--- config.mk ---
export PLATFORM = sky130hd
export DESIGN_NAME = mem_wb_flat
export DESIGN_NICKNAME = d
export VERILOG_FILES = /design/src/rtl/mem_wb_if.sv /design/src/rtl/mem_wb.sv /design/src/flat_wrapper.sv
export SDC_FILE = /design/constraint.sdc
export NUM_CORES = 1
export LEC_CHECK = 0
export CAP_MARGIN = 30
export CORE_MARGIN = 1
export CORE_UTILIZATION = 42
export CTS_BUF_LIST = sky130_fd_sc_hd__clkbuf_8
export DETAILED_ROUTE_END_ITERATION = 12
export GPL_ROUTABILITY_DRIVEN = 0
export PLACE_DENSITY = 0.83
export SLEW_MARGIN = 20
export SYNTH_ARGS = -nofsm -noshare
export SYNTH_HDL_FRONTEND = slang
export SYNTH_SLANG_ARGS = --single-unit
--- constraint.sdc ---
create_clock -name clk -period 5.7 [get_ports clk]
set_input_delay 1.14 -clock clk [delete_from_list [all_inputs] [get_ports clk]]
set_output_delay 1.14 -clock clk [all_outputs]
set_load 0.005 [all_outputs]
--- src/rtl/mem_wb_if.sv ---
// MEM/WB pipeline slot: one instruction's write-back payload plus its valid flag.
interface mem_wb_if;
    logic        valid;
    logic [4:0]  wd;
    logic        wreg;
    logic [31:0] wdata;
    logic        whilo;
    logic [31:0] hi;
    logic [31:0] lo;
    logic        llbit_we;
    logic        llbit_value;

    modport master (
        output valid, wd, wreg, wdata, whilo, hi, lo, llbit_we, llbit_value
    );

    modport slave (
        input  valid, wd, wreg, wdata, whilo, hi, lo, llbit_we, llbit_value
    );
endinterface

--- src/rtl/mem_wb.sv ---
// MEM -> WB pipeline register with stall/flush handling and a retired-instruction counter.
module mem_wb #(
    parameter int unsigned RETIRE_W = 32
) (
    input  logic                clk,
    input  logic                rst,
    input  logic [5:0]          stall,
    input  logic                flush,
    mem_wb_if.slave             mem,
    mem_wb_if.master            wb,
    output logic [RETIRE_W-1:0] retire_cnt
);

    logic        capture_c;
    logic        bubble_c;

    logic        valid_q;
    logic [4:0]  wd_q;
    logic        wreg_q;
    logic [31:0] wdata_q;
    logic        whilo_q;
    logic [31:0] hi_q;
    logic [31:0] lo_q;
    logic        llbit_we_q;
    logic        llbit_value_q;
    logic [RETIRE_W-1:0] cnt_q;

    // Flush dominates; MEM held while WB runs inserts an empty slot.
    // Any other stall combination (including the illegal WB-only stall) holds.
    assign bubble_c  = flush | (stall[4] & ~stall[5]);
    assign capture_c = ~flush & ~stall[4] & ~stall[5];

    always_ff @(posedge clk or posedge rst) begin
        if (rst) begin
            valid_q       <= 1'b0;
            wd_q          <= 5'd0;
            wreg_q        <= 1'b0;
            wdata_q       <= 32'd0;
            whilo_q       <= 1'b0;
            hi_q          <= 32'd0;
            lo_q          <= 32'd0;
            llbit_we_q    <= 1'b0;
            llbit_value_q <= 1'b0;
        end else if (bubble_c) begin
            valid_q       <= 1'b0;
            wd_q          <= 5'd0;
            wreg_q        <= 1'b0;
            wdata_q       <= 32'd0;
            whilo_q       <= 1'b0;
            hi_q          <= 32'd0;
            lo_q          <= 32'd0;
            llbit_we_q    <= 1'b0;
            llbit_value_q <= 1'b0;
        end else if (capture_c) begin
            // Write enables are qualified so a MEM bubble never commits state.
            valid_q       <= mem.valid;
            wd_q          <= mem.wd;
            wreg_q        <= mem.wreg & mem.valid;
            wdata_q       <= mem.wdata;
            whilo_q       <= mem.whilo & mem.valid;
            hi_q          <= mem.hi;
            lo_q          <= mem.lo;
            llbit_we_q    <= mem.llbit_we & mem.valid;
            llbit_value_q <= mem.llbit_value;
        end
    end

    // Counts only instructions actually entering WB; wraps silently.
    always_ff @(posedge clk or posedge rst) begin
        if (rst) begin
            cnt_q <= '0;
        end else if (capture_c && mem.valid) begin
            cnt_q <= cnt_q + RETIRE_W'(1);
        end
    end

    assign wb.valid       = valid_q;
    assign wb.wd          = wd_q;
    assign wb.wreg        = wreg_q;
    assign wb.wdata       = wdata_q;
    assign wb.whilo       = whilo_q;
    assign wb.hi          = hi_q;
    assign wb.lo          = lo_q;
    assign wb.llbit_we    = llbit_we_q;
    assign wb.llbit_value = llbit_value_q;
    assign retire_cnt     = cnt_q;

endmodule

--- src/flat_wrapper.sv ---
// flat-port wrapper written by rule: the top's interface ports become plain ports
module mem_wb_flat 
#(
    parameter int unsigned RETIRE_W = 32
)
  (clk, rst, stall, flush, retire_cnt, mem_valid, mem_wd, mem_wreg, mem_wdata, mem_whilo, mem_hi, mem_lo, mem_llbit_we, mem_llbit_value, wb_valid, wb_wd, wb_wreg, wb_wdata, wb_whilo, wb_hi, wb_lo, wb_llbit_we, wb_llbit_value);
  mem_wb_if mem_i ();
  mem_wb_if wb_i ();
  input  logic clk;
  input  logic rst;
  input  logic [5:0] stall;
  input  logic flush;
  output logic [RETIRE_W-1:0] retire_cnt;
  input wire logic [$bits(mem_i.valid)-1:0] mem_valid;
  input wire logic [$bits(mem_i.wd)-1:0] mem_wd;
  input wire logic [$bits(mem_i.wreg)-1:0] mem_wreg;
  input wire logic [$bits(mem_i.wdata)-1:0] mem_wdata;
  input wire logic [$bits(mem_i.whilo)-1:0] mem_whilo;
  input wire logic [$bits(mem_i.hi)-1:0] mem_hi;
  input wire logic [$bits(mem_i.lo)-1:0] mem_lo;
  input wire logic [$bits(mem_i.llbit_we)-1:0] mem_llbit_we;
  input wire logic [$bits(mem_i.llbit_value)-1:0] mem_llbit_value;
  output wire logic [$bits(wb_i.valid)-1:0] wb_valid;
  output wire logic [$bits(wb_i.wd)-1:0] wb_wd;
  output wire logic [$bits(wb_i.wreg)-1:0] wb_wreg;
  output wire logic [$bits(wb_i.wdata)-1:0] wb_wdata;
  output wire logic [$bits(wb_i.whilo)-1:0] wb_whilo;
  output wire logic [$bits(wb_i.hi)-1:0] wb_hi;
  output wire logic [$bits(wb_i.lo)-1:0] wb_lo;
  output wire logic [$bits(wb_i.llbit_we)-1:0] wb_llbit_we;
  output wire logic [$bits(wb_i.llbit_value)-1:0] wb_llbit_value;
  assign mem_i.valid = mem_valid;
  assign mem_i.wd = mem_wd;
  assign mem_i.wreg = mem_wreg;
  assign mem_i.wdata = mem_wdata;
  assign mem_i.whilo = mem_whilo;
  assign mem_i.hi = mem_hi;
  assign mem_i.lo = mem_lo;
  assign mem_i.llbit_we = mem_llbit_we;
  assign mem_i.llbit_value = mem_llbit_value;
  assign wb_valid = wb_i.valid;
  assign wb_wd = wb_i.wd;
  assign wb_wreg = wb_i.wreg;
  assign wb_wdata = wb_i.wdata;
  assign wb_whilo = wb_i.whilo;
  assign wb_hi = wb_i.hi;
  assign wb_lo = wb_i.lo;
  assign wb_llbit_we = wb_i.llbit_we;
  assign wb_llbit_value = wb_i.llbit_value;
  mem_wb #(.RETIRE_W(RETIRE_W)) u_core (.clk(clk), .rst(rst), .stall(stall), .flush(flush), .mem(mem_i), .wb(wb_i), .retire_cnt(retire_cnt));
endmodule
# Word level (Yosys, flattened, before mapping)
# Cells that the tools add are included.
# W data, S select, Z words.
# totals
elab_cells	41
out_inout_bits	138
reg_bits	138
input_bits	115
# op_classes
add_sub_neg	1
bitwise	10
reduce_logical	2
mux	18
# ops
operator	count
$mux W32	6
$add A32 B1 Y32 const B	1
$mux W1	10
$mux W5	2
$and A1 B1 Y1	6
$not A1 Y1	3
$reduce_bool A2 Y1	1
$logic_and A1 B1 Y1	1
$or A1 B1 Y1	1

# Depth between registers and ports, before layout
# logic_depth
ltp_word	5
depth_mapped	6
mapped_depth_nobuf	5

# Worst setup path after synthesis
# No wires, ideal clock.
# synth_path
kind	input to register
start	in stall[4]
end	reg u_core.cnt_q[26] (netlist: u_core.retire_cnt[26])
setup_time_ps	124
arrival_ps	2526
required_ps	5576
stages	5
n_path_buf	1
slack_ps	3051
cell_sequence	or4b_1 buf_4 nor4_4 nand4_1 xnor2_1
# synth_via
elab_chain_len	4
# synth_lines
element	line_no	rtl
from (decl)	flat_wrapper.sv:11	input logic [5:0] stall;
$not A1 Y1	mem_wb.sv:31	assign capture_c = ~flush & ~stall[4] & ~stall[5];
$and A1 B1 Y1 (2 in a row)	mem_wb.sv:31	
$logic_and A1 B1 Y1	mem_wb.sv:72	end else if (capture_c && mem.valid) begin
to (signal assigned)	mem_wb.sv:73	cnt_q <= cnt_q + RETIRE_W'(1);
to (decl)	mem_wb.sv:26	logic [RETIRE_W-1:0] cnt_q;
# No other way between the ends.
# A chain may end at the register's enable or synchronous reset.

# Worst setup path in the final report
# layout_path
start	in mem_valid
end	reg u_core.cnt_q[20] (netlist: u_core.retire_cnt[20])
# layout_via
elab_chain_len	1
# layout_lines
element	line_no	rtl
from (decl)	flat_wrapper.sv:14	input wire logic [$bits(mem_i.valid)-1:0] mem_valid;
$logic_and A1 B1 Y1	mem_wb.sv:72	
# No other way between the ends.

==> results.ini <==
[grt]
grt_first_pass_wirelength_um = 22300
grt.total_usage = 0.229
grt_pass1_vias = 4228
grt_max_degree = 107
antenna_found_initial = 0
grt-ovfl-total = 0

[flow_run]
cap_viol_max_count = 0

[synthesis]
synth_cells = 363
ys_seq_elements = 138
synth-seq-area-share = 0.670
syn_nets = 479
yosys_warnings = 0
ys_types = 24
syn_avg_cell_area_um2 = 14.2
syn_area_um2 = 5150

[layout]
num_antenna_cells = 0
register_area_um2 = 3450
final_nets = 727
fin_util = 0.687
fillCellCount = 856
syn_to_final_growth_pct = 60.1
drive_gt1_frac = 0.0721
multi_input_area_um2 = 1610

[routing]
drc = 0
via_count = 4162
ant_nets = 0
first_iter_violations = 276
drtPass1Iterations = 4
drt-total-wl_um = 14200
viasPerCell = 5.40
wl_per_cell_um = 18.4

[sta]
finalMaxSlewViolations = 0
post-route-period-util = 0.536
max-slew-margin-rel = 0.504
skew_ns = 0.00763
layout_setup_ws_ns = 2.65
setup_viol_count_final = 0
setup_tns_ns = 0
worst_slew_pin_slew_ns = 0.742
fmax_mhz = 328
rsz0062_at_grt = no
final-hold-violation-count = 0
whs_ns = 0.483
fin_crit_ns = 3.05

[critical_path]
critPathKind = in2reg
end_kind = flop
timing.rr.start = u_core.retire_cnt[3]
cp_max_fo = 8
arrival_ns = 3.37
r2r_setup_slack_ns = 3.83
start_kind = input pin
critical_path.startpoint = mem_valid
crit_required_ns = 6.02

[hold_path]
min_path_type = reg2reg
min_from = u_core.retire_cnt[31]

[floorplan]
dieHeight_um = 113
core_area_um2 = 12000
die_w_um = 113
num_rows = 40
dieArea_um2 = 12700
initial_core_util = 0.429
ios = 253

[clock_network]
ctsResizeCount = 0
insertion_delay_ns = 0.43
cts-hold-fix-buffers = 0
cts-root-buf = clkbuf_8
cts.clk_slew.worst_paths_ns = 0.07
post_cts.repair.setup_buffers = 0
cts_buffers = 17
cts.htree.levels = 4
clkSinkCount = 138
tritoncts = built
cts_buffer_depth = 2

[power]
leakage_nw = 3.66
power_mw = 2.17
ir_drop_uv = 184
power.density_nw_per_um2 = 263

[placed_design]
dp_slack_ns = 2.21
port_buffers = 248
place_hpwl_um = 9760

[outcome]
status = finished, final reports clean

==> placed cells by master, fill, tap and decap left out <==
cell,count
inv_6,1
nor3_2,1
ha_1,1
clkbuf_8,18
clkinv_2,5
nor4_4,3
a32o_1,3
and4_1,3
or4b_1,1
nand4_1,15
xor2_1,3
and3_1,5
buf_16,2
nor2b_4,1
nand2_1,11
buf_4,4
clkdlybuf4s50_1,248
dfrtp_1,138
nor2_1,4
nand3_1,12
clkinvlp_4,4
mux2_2,1
nor4_1,1
bufinv_16,4
nor2_2,1
xnor2_1,28
a22o_1,102
and2_1,2
inv_1,2
==> logic make-up (layout without fill, tap and decap cells) <==
logic type      Yosys count  after routing  share of synthesized area
simple gates             60             60                     0.0733
fa+ha+maj                 1              1                    0.00243
compound gates          105            105                      0.179
buf+inv                  27            288                     0.0204
flops                   138            138                      0.670
xor+xnor                 31             31                     0.0527
mux                       1              1                    0.00218
==> layout make-up <==
| class | count | share of cell area |
|---|---|---|
| sequential | 138 | 0.418 |
| timing repair buffer | 254 | 0.311 |
| clock inverter | 14 | 0.0217 |
| multi-input combinational | 198 | 0.195 |
| tap | 147 | 0.0223 |
| inverter | 2 | 0.00152 |
| clock buffer | 18 | 0.0300 |
==> power by group <==
| part | switching (mW) | internal, mW | total [mW] |
|---|---|---|---|
| registers | 0.0341 | 1.02 | 1.05 |
| clock network | 0.369 | 0.482 | 0.851 |
| logic | 0.0977 | 0.172 | 0.269 |
| total | 0.501 | 1.67 | 2.17 |
==> layer usage <==
metal	up-vias	track usage	routed length (um)
met3	31	0.0739	895
met1	2100	0.278	5660
li1	1855	-	-
met5	-	0	0
met2	176	0.373	7280
met4	0	0.108	325
==> final timing paths <==
kind | to | depth (start not counted)
worst min register to register | u_core.retire_cnt[31] | 1
worst min-delay path | u_core.retire_cnt[31] | 1
worst max-delay path | u_core.retire_cnt[20] | 5
max in group asynchronous | u_core.wb.wdata[7] | 4
worst max register to register | u_core.retire_cnt[23] | 4
min in group asynchronous | u_core.wb.lo[5] | 2
==> through the flow <==
step	instance area [um2]	cells
global placement	7770	737
CTS	8200	769
detailed placement	7770	737
finish	8250	771
global route	8250	771
floorplan	5150	363
==> critical path: stages <==
cell             delay (ns)
clkdlybuf4s50_1        0.57
or4b_1                 0.70
nor4_4                 0.59
nand4_1                0.19
xnor2_1                0.18
==> sequential cells by signal, indices dropped and copies added, names as in the netlist <==
name                   cells
u_core.retire_cnt         32
u_core.wb.hi              32
u_core.wb.llbit_value      1
u_core.wb.llbit_we         1
u_core.wb.lo              32
u_core.wb.valid            1
u_core.wb.wd               5
u_core.wb.wdata           32
u_core.wb.whilo            1
u_core.wb.wreg             1
==> synthesized netlist by cell type <==
library cell  number  share of area
and3_1             5         0.0061
and2_1             2         0.0024
nand2_1           11         0.0080
dfrtp_1          138           0.67
nor4_4             3          0.012
a22o_1           102           0.17
or4b_1             1         0.0019
nand4_1           15          0.018
nor2_1             4         0.0029
ha_1               1         0.0024
nor4_1             1         0.0012
nand3_1           12          0.012
nor2b_1            1         0.0012
buf_1              2         0.0015
buf_4              1         0.0015
inv_1              2         0.0015
nor3_1             1        0.00097
clkbuf_1          22          0.016
nor2_2             1         0.0012
and4_1             3         0.0051
xor2_1             3         0.0051
a32o_1             3         0.0058
xnor2_1           28          0.048
mux2_2             1         0.0022
No activity file was read; power rests on OpenSTA's default activity.
